===== config.mk =====
export PLATFORM = sky130hd
export DESIGN_NAME = truth_table_sweeper
export DESIGN_NICKNAME = d
export VERILOG_FILES = /design/src/rtl/tt_sweep_pkg.sv /design/src/rtl/truth_table_sweeper_sync.sv /design/src/rtl/truth_table_sweeper.sv
export SDC_FILE = /design/constraint.sdc
export NUM_CORES = 1
export LEC_CHECK = 0
export ABC_AREA = 1
export BUFFER_PORTS_ARGS = -buffer_cell sky130_fd_sc_hd__buf_4
export CELL_PAD_IN_SITES_DETAIL_PLACEMENT = 1
export CELL_PAD_IN_SITES_GLOBAL_PLACEMENT = 1
export CORE_UTILIZATION = 42
export DETAILED_ROUTE_END_ITERATION = 10
export PLACE_DENSITY = 0.89
export SETUP_SLACK_MARGIN = 0.5
export SLEW_MARGIN = 30
export SYNTH_ARGS = -nofsm -noshare
export SYNTH_HDL_FRONTEND = slang
export SYNTH_SLANG_ARGS = --single-unit

===== constraint.sdc =====
create_clock -name clk -period 4.5 [get_ports clk]
set_clock_uncertainty 0.2 [all_clocks]
set_input_delay 0.675 -clock clk [delete_from_list [all_inputs] [get_ports clk]]
set_output_delay 0.675 -clock clk [all_outputs]
set_load 0.02 [all_outputs]

===== src/rtl/tt_sweep_pkg.sv =====
// Shared types and helpers for the truth-table sweeper.
package tt_sweep_pkg;

    // Sweeper sequencing states
    typedef enum logic [1:0] {
        ST_IDLE   = 2'd0,
        ST_SETTLE = 2'd1,
        ST_REPORT = 2'd2
    } state_e;

    // Table bit that holds the result for a given input row; row 0 lands in the MSB
    // so the table reads like the usual gate number (e.g. 0xCE).
    function automatic int unsigned tt_bit_idx(input int unsigned row, input int unsigned n_in);
        return (2 ** n_in) - 1 - row;
    endfunction

endpackage


===== src/rtl/truth_table_sweeper_sync.sv =====
// Multi-flop synchroniser for the asynchronous circuit output.
module sync_ff #(
    parameter int STAGES = 2
) (
    input  logic clk,
    input  logic rst,
    input  logic d_i,
    output logic q_o
);

    logic [STAGES-1:0] sync_q;

    // Shift the input through STAGES flops; the oldest sample is the output
    always_ff @(posedge clk) begin
        if (rst) begin
            sync_q <= '0;
        end else begin
            sync_q <= STAGES'({sync_q, d_i});
        end
    end

    assign q_o = sync_q[STAGES-1];

endmodule


===== src/rtl/truth_table_sweeper.sv =====
// Walks every input row of a small combinational circuit, samples its output
// after a settle interval and compares the measured truth table with an
// expected one captured at start.
module truth_table_sweeper
    import tt_sweep_pkg::*;
#(
    parameter int N_IN          = 3,
    parameter int SETTLE_CYCLES = 4,
    parameter int SYNC_STAGES   = 2
) (
    input  logic                 clk,
    input  logic                 rst,
    input  logic                 start,
    input  logic                 abort,
    input  logic [2**N_IN-1:0]   exp_tt,
    input  logic                 dut_out,
    output logic [N_IN-1:0]      dut_in,
    output logic                 busy,
    output logic                 done,
    output logic                 pass,
    output logic [2**N_IN-1:0]   meas_tt,
    output logic [2**N_IN-1:0]   err_mask
);

    localparam int TT_W  = 2 ** N_IN;
    localparam int CNT_W = $clog2(SETTLE_CYCLES + 1);
    localparam logic [CNT_W-1:0] CNT_RELOAD = CNT_W'(SETTLE_CYCLES - 1);
    localparam logic [N_IN-1:0]  LAST_ROW   = N_IN'(TT_W - 1);

    state_e              state_q, state_d;
    logic [N_IN-1:0]     row_q, row_d;
    logic [CNT_W-1:0]    cnt_q, cnt_d;
    logic [TT_W-1:0]     exp_q, exp_d;
    logic [TT_W-1:0]     meas_q, meas_d;
    logic [TT_W-1:0]     err_q, err_d;
    logic                pass_q, pass_d;
    logic                dut_sync;
    logic [N_IN-1:0]     bit_idx;

    sync_ff #(.STAGES(SYNC_STAGES)) u_sync (
        .clk (clk),
        .rst (rst),
        .d_i (dut_out),
        .q_o (dut_sync)
    );

    assign bit_idx = N_IN'(tt_bit_idx(32'(row_q), N_IN));

    // Next-state logic: accept, settle/sample/advance per row, then report.
    // pass/err_mask are computed on the final sample so they are already
    // valid during the single REPORT cycle.
    always_comb begin
        state_d = state_q;
        row_d   = row_q;
        cnt_d   = cnt_q;
        exp_d   = exp_q;
        meas_d  = meas_q;
        err_d   = err_q;
        pass_d  = pass_q;
        case (state_q)
            ST_IDLE: begin
                if (start) begin
                    exp_d   = exp_tt;
                    meas_d  = '0;
                    err_d   = '0;
                    pass_d  = 1'b0;
                    row_d   = '0;
                    cnt_d   = CNT_RELOAD;
                    state_d = ST_SETTLE;
                end
            end
            ST_SETTLE: begin
                if (abort) begin
                    state_d = ST_IDLE;
                end else if (cnt_q == '0) begin
                    meas_d[bit_idx] = dut_sync;
                    if (row_q == LAST_ROW) begin
                        state_d = ST_REPORT;
                        pass_d  = (meas_d == exp_q);
                        err_d   = meas_d ^ exp_q;
                    end else begin
                        row_d = row_q + N_IN'(1);
                        cnt_d = CNT_RELOAD;
                    end
                end else begin
                    cnt_d = cnt_q - CNT_W'(1);
                end
            end
            ST_REPORT: begin
                state_d = ST_IDLE;
            end
            default: begin
                state_d = ST_IDLE;
            end
        endcase
    end

    // State and result registers
    always_ff @(posedge clk) begin
        if (rst) begin
            state_q <= ST_IDLE;
            row_q   <= '0;
            cnt_q   <= '0;
            exp_q   <= '0;
            meas_q  <= '0;
            err_q   <= '0;
            pass_q  <= 1'b0;
        end else begin
            state_q <= state_d;
            row_q   <= row_d;
            cnt_q   <= cnt_d;
            exp_q   <= exp_d;
            meas_q  <= meas_d;
            err_q   <= err_d;
            pass_q  <= pass_d;
        end
    end

    assign dut_in   = (state_q == ST_SETTLE) ? row_q : '0;
    assign busy     = (state_q != ST_IDLE);
    assign done     = (state_q == ST_REPORT);
    assign pass     = pass_q;
    assign meas_tt  = meas_q;
    assign err_mask = err_q;

endmodule


==> flow_results.xml, run 1 <==
<?xml version="1.0" encoding="UTF-8"?>
<metrics>
  <group name="outcome">
    <metric name="run_status" unit="">finished clean</metric>
  </group>
  <group name="grt">
    <metric name="global_route.overflow_total" unit="">0</metric>
    <metric name="antenna_violations_before_repair" unit="">0</metric>
    <metric name="grt_pass1_wl" unit="mm">8.18</metric>
    <metric name="grt.total_usage" unit="%">24.6</metric>
    <metric name="first_global_vias" unit="">1785</metric>
    <metric name="grt_start_max_net_pins" unit="">27</metric>
  </group>
  <group name="critical_path">
    <metric name="worst-setup-path-type" unit="">flip-flop to output port</metric>
    <metric name="reg2reg_setup_slack" unit="ps">2310</metric>
    <metric name="timing.critical_path.to_type" unit="">output port</metric>
    <metric name="worst_r2r_endpoint" unit="">row_q[1]</metric>
    <metric name="r2r_start" unit="">row_q[1]</metric>
    <metric name="critPathBufInv" unit="">2</metric>
    <metric name="worst_r2r_path_cells" unit="">8</metric>
    <metric name="critical-path-max-stage-delay" unit="ps">600</metric>
    <metric name="worstPathCellList" unit="">inv_2, nor2_1, buf_4</metric>
    <metric name="critical_path_required" unit="ps">3620</metric>
    <metric name="crit_path_start_kind" unit="">flip-flop</metric>
    <metric name="delay_heaviest_family_cp" unit="">flip-flops</metric>
    <metric name="worst_ep_arrival_time" unit="ps">1420</metric>
    <metric name="critPathSlowestCell" unit="">sky130_fd_sc_hd__dfxtp_1</metric>
    <metric name="timing.critical_path.fanout_max" unit="">12</metric>
  </group>
  <group name="drt">
    <metric name="drt.antenna.violating_nets" unit="">0</metric>
    <metric name="drt_drc_violations_left" unit="">0</metric>
    <metric name="route.detailed.vias_per_inst" unit="">5.31</metric>
    <metric name="route.detailed.wl_per_inst" unit="um">14.9</metric>
    <metric name="met2RoutedLength" unit="mm">2.39</metric>
    <metric name="routed_met1_length" unit="mm">2.28</metric>
    <metric name="drt_pass1_iterations" unit="">4</metric>
    <metric name="detail_route.iter0.violations" unit="">38</metric>
    <metric name="routed-via-count" unit="">1764</metric>
    <metric name="met3WireLength" unit="um">157</metric>
    <metric name="dr.max_layer_used" unit="">met4</metric>
    <metric name="final_routed_wirelength_across_all_metal_layers" unit="mm">4.95</metric>
  </group>
  <group name="cts">
    <metric name="cts-buffers-inserted" unit="">5</metric>
    <metric name="max-clock-path-buffers" unit="">2</metric>
    <metric name="tritoncts_num_sinks" unit="">35</metric>
    <metric name="cts_post_setup_buffers_inserted" unit="">0</metric>
    <metric name="clkSlewWorstSetupHoldPaths" unit="ps">70</metric>
    <metric name="clk-insertion-delay-late" unit="ps">300</metric>
    <metric name="cts_tree" unit="">built</metric>
    <metric name="cts-hold-fix-buffers" unit="">0</metric>
    <metric name="maximum_level_of_the_cts_h_tree" unit="">2</metric>
    <metric name="clk_root_buffer_cell" unit="">sky130_fd_sc_hd__clkbuf_8</metric>
    <metric name="post_cts_resize_count" unit="">0</metric>
  </group>
  <group name="cells_and_area">
    <metric name="design.final.nets" unit="">300</metric>
    <metric name="mostFrequentLayoutCell" unit="">sky130_fd_sc_hd__nand2_1</metric>
    <metric name="fillCellCount" unit="">546</metric>
    <metric name="finalCoreUtilization" unit="%">53.2</metric>
    <metric name="layout-area-overhead-vs-synth" unit="%">19.4</metric>
    <metric name="final_layout_size_suffix_gt1_share" unit="%">23.0</metric>
    <metric name="n_antenna_cell" unit="">0</metric>
    <metric name="final_cell_count_no_fill" unit="">332</metric>
    <metric name="most-common-layout-cells" unit="">sky130_fd_sc_hd__nand2_1 (61), sky130_fd_sc_hd__dfxtp_1 (35), sky130_fd_sc_hd__buf_4 (34)</metric>
  </group>
  <group name="floorplan">
    <metric name="placement_rows" unit="">23</metric>
    <metric name="ioPinCount" unit="">35</metric>
    <metric name="initial_core_util" unit="%">44.6</metric>
    <metric name="die_area" unit="um2">4570</metric>
    <metric name="floorplan.die.height" unit="um">67.6</metric>
    <metric name="dieWidth" unit="um">67.6</metric>
    <metric name="core-area" unit="um2">4060</metric>
  </group>
  <group name="placed_design">
    <metric name="gp_congestion" unit="">0.779</metric>
    <metric name="port_buffers" unit="">34</metric>
    <metric name="dp_hpwl" unit="mm">3.56</metric>
    <metric name="place.detailed.instances" unit="">326</metric>
  </group>
  <group name="timing">
    <metric name="timing.final.hold_violations" unit="">0</metric>
    <metric name="setup_total_negative_slack" unit="ps">0</metric>
    <metric name="minimum_clock_period" unit="ps">2290</metric>
    <metric name="grt_setup_unrepaired" unit="">false</metric>
    <metric name="tightest_slew" unit="ps">512</metric>
    <metric name="max-slew-margin-rel" unit="%">65.7</metric>
    <metric name="max_freq" unit="MHz">436</metric>
    <metric name="setup_viol" unit="">0</metric>
    <metric name="maxSlewViolCount" unit="">0</metric>
    <metric name="finalCritPeriodShare" unit="%">51.0</metric>
  </group>
  <group name="logic_synthesis">
    <metric name="dominantRegCellSynth" unit="">sky130_fd_sc_hd__dfxtp_1</metric>
    <metric name="yosysSeqAreaShare" unit="%">38.7</metric>
    <metric name="ys.warnings.count" unit="">0</metric>
    <metric name="synthesized_netlist_cell_count" unit="">250</metric>
    <metric name="edff_count_synth" unit="">0</metric>
    <metric name="netlist-cell-type-count" unit="">27</metric>
    <metric name="async_flop_share" unit="%">0</metric>
    <metric name="synthesis.nets" unit="">267</metric>
    <metric name="syn_area_per_cell" unit="um2">7.24</metric>
    <metric name="synthesis.area" unit="um2">1810</metric>
    <metric name="yosys_register_bits" unit="">35</metric>
  </group>
  <group name="flow_run">
    <metric name="maxCapViolCount" unit="">0</metric>
  </group>
  <group name="power_and_ir_drop">
    <metric name="vdd.ir_drop.worst" unit="uV">144</metric>
    <metric name="cellLeakagePower" unit="uW">0.000930</metric>
    <metric name="cellPowerDensity" unit="nW/um2">295</metric>
  </group>
  <group name="min_path">
    <metric name="hold_path_origin" unit="">u_sync.sync_q[0]</metric>
    <metric name="hp-class" unit="">flip-flop to flip-flop</metric>
    <metric name="hold-path-cell-count" unit="">2</metric>
    <metric name="min_delay_worst_endpoint" unit="">u_sync.sync_q[1]</metric>
  </group>
</metrics>
## cells in the mapped netlist (3+ instances only)
master	count	area share, %
sky130_fd_sc_hd__a21oi_1	21	5.8
sky130_fd_sc_hd__a21oi_2	4	1.9
sky130_fd_sc_hd__clkbuf_1	4	0.83
sky130_fd_sc_hd__dfxtp_1	35	39
sky130_fd_sc_hd__ha_1	4	2.8
sky130_fd_sc_hd__inv_1	19	3.9
sky130_fd_sc_hd__inv_2	3	0.62
sky130_fd_sc_hd__nand2_1	61	13
sky130_fd_sc_hd__nand2_2	6	2.1
sky130_fd_sc_hd__nand3_1	23	6.4
sky130_fd_sc_hd__nand3_2	3	1.7
sky130_fd_sc_hd__nand3b_1	5	2.1
sky130_fd_sc_hd__nand4_1	13	4.5
sky130_fd_sc_hd__nor2_1	22	4.6
sky130_fd_sc_hd__o21ai_0	9	2.5
## cell families after synthesis
family	share of synthesized area, %
buffers and inverters	7.74
AOI/OAI and AO/OA	12.9
adders and majority gates	2.77
DFF	38.7
and+or+nand+nor	37.8
## registers in the layout (all words and copies together) (netlist names)
signal / flops
row_q: 3
pass: 1
u_sync.sync_q: 2
meas_tt: 8
err_mask: 8
exp_q: 8
cnt_q: 3
state_q: 2
## per-stage QoR
stage          worst slack (ps)  total power (uW)  cell area [um2]  hold WS, ps
6_report                   2210               638             2160          215
5_1_grt                    2090               666             2160          244
4_1_cts                    2210               643             2160          218
3_5_place_dp               2340               429             2090          209
3_3_place_gp               2410               425             2090          194
2_1_floorplan              2660               400             1810          188
## tightest hold or removal path, cell delays in order (launching register included)
cell and delay, ps:
sky130_fd_sc_hd__dfxtp_1 300, sky130_fd_sc_hd__inv_1 40, sky130_fd_sc_hd__nor2_1 30
## layer usage
layer	track usage (%)	vias up
met5	0	-
met4	12.8	0
met3	4.05	10
met2	41.5	30
met1	29.7	824
li1	-	900
## power by group
group,leakage (uW),internal [uW],switching (uW)
combinational,0.000607,31.3,61.7
sequential,0.000285,320,8.13
clock,0.0000371,103,113
total,0.000930,455,183
## worst max path at each step
stage          slack (ps)  startpoint  depth (start not counted)         to
6_report             2210    row_q[0]                          3  dut_in[0]
5_1_grt              2090    row_q[2]                          3  dut_in[2]
4_1_cts              2210    row_q[0]                          3  dut_in[0]
3_5_place_dp         2340       start                          8   row_q[2]
3_3_place_gp         2410       start                          6       pass
2_1_floorplan        2660  state_q[0]                          4  dut_in[0]
## cell type report
type / instances / area, um2 / area share (%)
inverters: 25 / 100 / 4.63
well taps: 50 / 62.6 / 2.90
repair buffers: 34 / 255 / 11.8
flip-flops and latches: 35 / 701 / 32.4
clock buffers: 6 / 72.6 / 3.36
multi-input cells: 182 / 968 / 44.8
No activity file was read; power rests on OpenSTA's default activity.
==> run 2: changes to the inputs <==
--- a/config.mk
+++ b/config.mk
@@ -9,9 +9,9 @@
 export BUFFER_PORTS_ARGS = -buffer_cell sky130_fd_sc_hd__buf_4
 export CELL_PAD_IN_SITES_DETAIL_PLACEMENT = 1
 export CELL_PAD_IN_SITES_GLOBAL_PLACEMENT = 1
-export CORE_UTILIZATION = 42
+export CORE_UTILIZATION = 35
 export DETAILED_ROUTE_END_ITERATION = 10
-export PLACE_DENSITY = 0.89
+export PLACE_DENSITY = 0.8
 export SETUP_SLACK_MARGIN = 0.5
 export SLEW_MARGIN = 30
 export SYNTH_ARGS = -nofsm -noshare
==> constraint.sdc (replaced) <==
create_clock -name clk -period 2 [get_ports clk]
set_clock_uncertainty 0.2 [all_clocks]
set_input_delay 0.3 -clock clk [delete_from_list [all_inputs] [get_ports clk]]
set_output_delay 0.3 -clock clk [all_outputs]
set_load 0.02 [all_outputs]
==> flow_results.xml, run 2 (synthesized netlist as in run 1, its figures left out) <==
<?xml version="1.0" encoding="UTF-8"?>
<metrics>
  <group name="outcome">
    <metric name="run_status" unit="">finished clean</metric>
  </group>
  <group name="critical_path">
    <metric name="r2r_start" unit="">cnt_q[0]</metric>
    <metric name="worst-setup-path-type" unit="">flip-flop to flip-flop</metric>
    <metric name="reg2reg_setup_slack" unit="ps">140</metric>
    <metric name="cp_common_cell" unit="">sky130_fd_sc_hd__inv_4</metric>
    <metric name="timing.critical_path.fanout_max" unit="">5</metric>
    <metric name="worst_r2r_path_cells" unit="">10</metric>
    <metric name="worst_r2r_endpoint" unit="">meas_tt[3]</metric>
    <metric name="critical-path-max-stage-delay" unit="ps">340</metric>
    <metric name="crit_path_start" unit="">cnt_q[0]</metric>
    <metric name="crit_path_start_kind" unit="">flip-flop</metric>
    <metric name="critical_path.endpoint" unit="">meas_tt[3]</metric>
    <metric name="critPathSlowestCell" unit="">sky130_fd_sc_hd__dfxtp_2</metric>
    <metric name="timing.critical_path.to_type" unit="">flip-flop</metric>
    <metric name="worst_ep_arrival_time" unit="ps">1900</metric>
    <metric name="worstPathCellList" unit="">inv_2, ha_4, inv_4, nor2_8, a21oi_4, nor3_4, nand2_2, inv_4, nand2_1, a21oi_2</metric>
    <metric name="critical_path_required" unit="ps">2040</metric>
  </group>
  <group name="timing">
    <metric name="finalCritPeriodShare" unit="%">93.2</metric>
    <metric name="setup_total_negative_slack" unit="ps">0</metric>
    <metric name="setup_viol" unit="">0</metric>
    <metric name="minimum_clock_period" unit="ps">1860</metric>
    <metric name="max-slew-margin-rel" unit="%">69.4</metric>
    <metric name="timing.final.hold_violations" unit="">0</metric>
    <metric name="grt_setup_unrepaired" unit="">true</metric>
    <metric name="maxSlewViolCount" unit="">0</metric>
    <metric name="max_freq" unit="MHz">537</metric>
    <metric name="tightest_slew" unit="ps">459</metric>
  </group>
  <group name="grt">
    <metric name="first_global_vias" unit="">1906</metric>
    <metric name="grt_start_max_net_pins" unit="">27</metric>
    <metric name="antenna_violations_before_repair" unit="">0</metric>
    <metric name="global_route.overflow_total" unit="">0</metric>
    <metric name="grt.total_usage" unit="%">24.0</metric>
    <metric name="grt_pass1_wl" unit="mm">9.54</metric>
  </group>
  <group name="drt">
    <metric name="detail_route.iter0.violations" unit="">136</metric>
    <metric name="final_routed_wirelength_across_all_metal_layers" unit="mm">7.88</metric>
    <metric name="drt.antenna.violating_nets" unit="">0</metric>
    <metric name="route.detailed.wl_per_inst" unit="um">19.8</metric>
    <metric name="route.detailed.vias_per_inst" unit="">5.49</metric>
    <metric name="drt_drc_violations_left" unit="">0</metric>
    <metric name="routed-via-count" unit="">2185</metric>
    <metric name="drt_pass1_iterations" unit="">4</metric>
  </group>
  <group name="cells_and_area">
    <metric name="n_antenna_cell" unit="">0</metric>
    <metric name="final_layout_size_suffix_gt1_share" unit="%">48.0</metric>
    <metric name="design.final.nets" unit="">348</metric>
    <metric name="layout-area-overhead-vs-synth" unit="%">58.5</metric>
    <metric name="most-common-layout-cells" unit="">sky130_fd_sc_hd__buf_4 (64), sky130_fd_sc_hd__nand2_1 (51), sky130_fd_sc_hd__dfxtp_1 (28)</metric>
    <metric name="mostFrequentLayoutCell" unit="">sky130_fd_sc_hd__buf_4</metric>
    <metric name="fillCellCount" unit="">597</metric>
  </group>
  <group name="placed_design">
    <metric name="port_buffers" unit="">34</metric>
    <metric name="dp_hpwl" unit="mm">3.83</metric>
    <metric name="gp_congestion" unit="">0.796</metric>
  </group>
  <group name="floorplan">
    <metric name="floorplan.die.height" unit="um">73.9</metric>
    <metric name="placement_rows" unit="">25</metric>
    <metric name="dieWidth" unit="um">73.9</metric>
    <metric name="core-area" unit="um2">4850</metric>
    <metric name="ioPinCount" unit="">35</metric>
    <metric name="initial_core_util" unit="%">37.3</metric>
    <metric name="die_area" unit="um2">5460</metric>
  </group>
  <group name="power_and_ir_drop">
    <metric name="vdd.ir_drop.worst" unit="uV">431</metric>
    <metric name="power.net_switching" unit="uW">519</metric>
    <metric name="power_frac_comb" unit="%">21.8</metric>
    <metric name="cellLeakagePower" unit="uW">0.00124</metric>
    <metric name="clock_power_share" unit="%">33.5</metric>
    <metric name="cellPowerDensity" unit="nW/um2">579</metric>
    <metric name="power.share.sequential" unit="%">44.7</metric>
    <metric name="design_power_total" unit="uW">1660</metric>
    <metric name="power_switching_share" unit="%">31.2</metric>
    <metric name="cellInternalPower" unit="uW">1140</metric>
  </group>
  <group name="min_path">
    <metric name="hold-path-cell-count" unit="">3</metric>
    <metric name="hp-class" unit="">primary input to flip-flop</metric>
  </group>
  <group name="cts">
    <metric name="clkSlewWorstSetupHoldPaths" unit="ps">80</metric>
    <metric name="cts-hold-fix-buffers" unit="">0</metric>
    <metric name="cts-buffers-inserted" unit="">5</metric>
    <metric name="tritoncts_num_sinks" unit="">35</metric>
    <metric name="max-clock-path-buffers" unit="">2</metric>
    <metric name="clk_root_buffer_cell" unit="">sky130_fd_sc_hd__clkbuf_8</metric>
    <metric name="maximum_level_of_the_cts_h_tree" unit="">2</metric>
    <metric name="clk-insertion-delay-late" unit="ps">300</metric>
    <metric name="cts_tree" unit="">built</metric>
  </group>
  <group name="flow_run">
    <metric name="maxCapViolCount" unit="">0</metric>
  </group>
</metrics>
-- run 2: cell types whose count changed in the layout (fill, tap and decap cells not counted), sizes merged --
cell,previous run,this run
clkinvlp,0,2
inv,24,23
buf,34,82
-- run 2: how the worst min path moves through the flow --
stage / from / to / slack [ps]
6_report: dut_out / u_sync.sync_q[0] / 10
5_1_grt: dut_out / u_sync.sync_q[0] / 20
4_1_cts: dut_out / u_sync.sync_q[0] / 10
3_5_place_dp: u_sync.sync_q[0] / u_sync.sync_q[1] / 200
3_3_place_gp: u_sync.sync_q[0] / u_sync.sync_q[1] / 190
2_1_floorplan: u_sync.sync_q[0] / u_sync.sync_q[1] / 190
-- run 2: through the flow --
stage,instance area (um2),util [%],hold WS [ps],setup WS (ps),cells
after floorplan,1850,-,188,433,250
final,2870,59.1,12.6,137,398
after global placement,2190,45.1,189,245,348
after CTS,2510,51.8,12.1,292,371
after detailed placement,2190,45.1,203,150,348
after global routing,2870,59.1,19.0,53.1,398
-- run 2: layer usage --
layer / track usage [%] / share of wire [%]
met5: 0 / 0
met4: 7.69 / 2.5
met3: 3.70 / 3.8
met2: 43.4 / 52
met1: 28.8 / 41
-- run 2: final cells by class --
cell class / instances / area [um2] / area share, %
multi-input combinational: 182 / 1170 / 40.9
sequential: 35 / 714 / 24.9
timing repair buffer: 82 / 687 / 24.0
inverter: 25 / 121 / 4.23
tap: 67 / 83.8 / 2.92
clock buffer: 6 / 82.6 / 2.88
clock inverter: 1 / 5.00 / 0.175
-- run 2: power by group through the flow --
stage	logic [uW]	clock network, uW	registers, uW
after CTS	283	542	738
final	362	556	742
after global placement	228	0	754
after floorplan	164	0	750
after global routing	385	587	745
after detailed placement	234	0	756
-- run 2: critical path, delay by kind of cell (launching register included) --
kind	cells	cell delay [ps]
compound gates	2	230
fa+ha+maj	1	130
buf+inv	3	230
flops	1	340
simple gates	4	660
-- run 2: what timing repair did --
action                                  in CTS  in global routing
pin swaps                                   18                 28
resized for setup                           36                 45
endpoints found under the setup margin      34                 36
gates cloned                                 0                  1
setup buffers                               16                 26
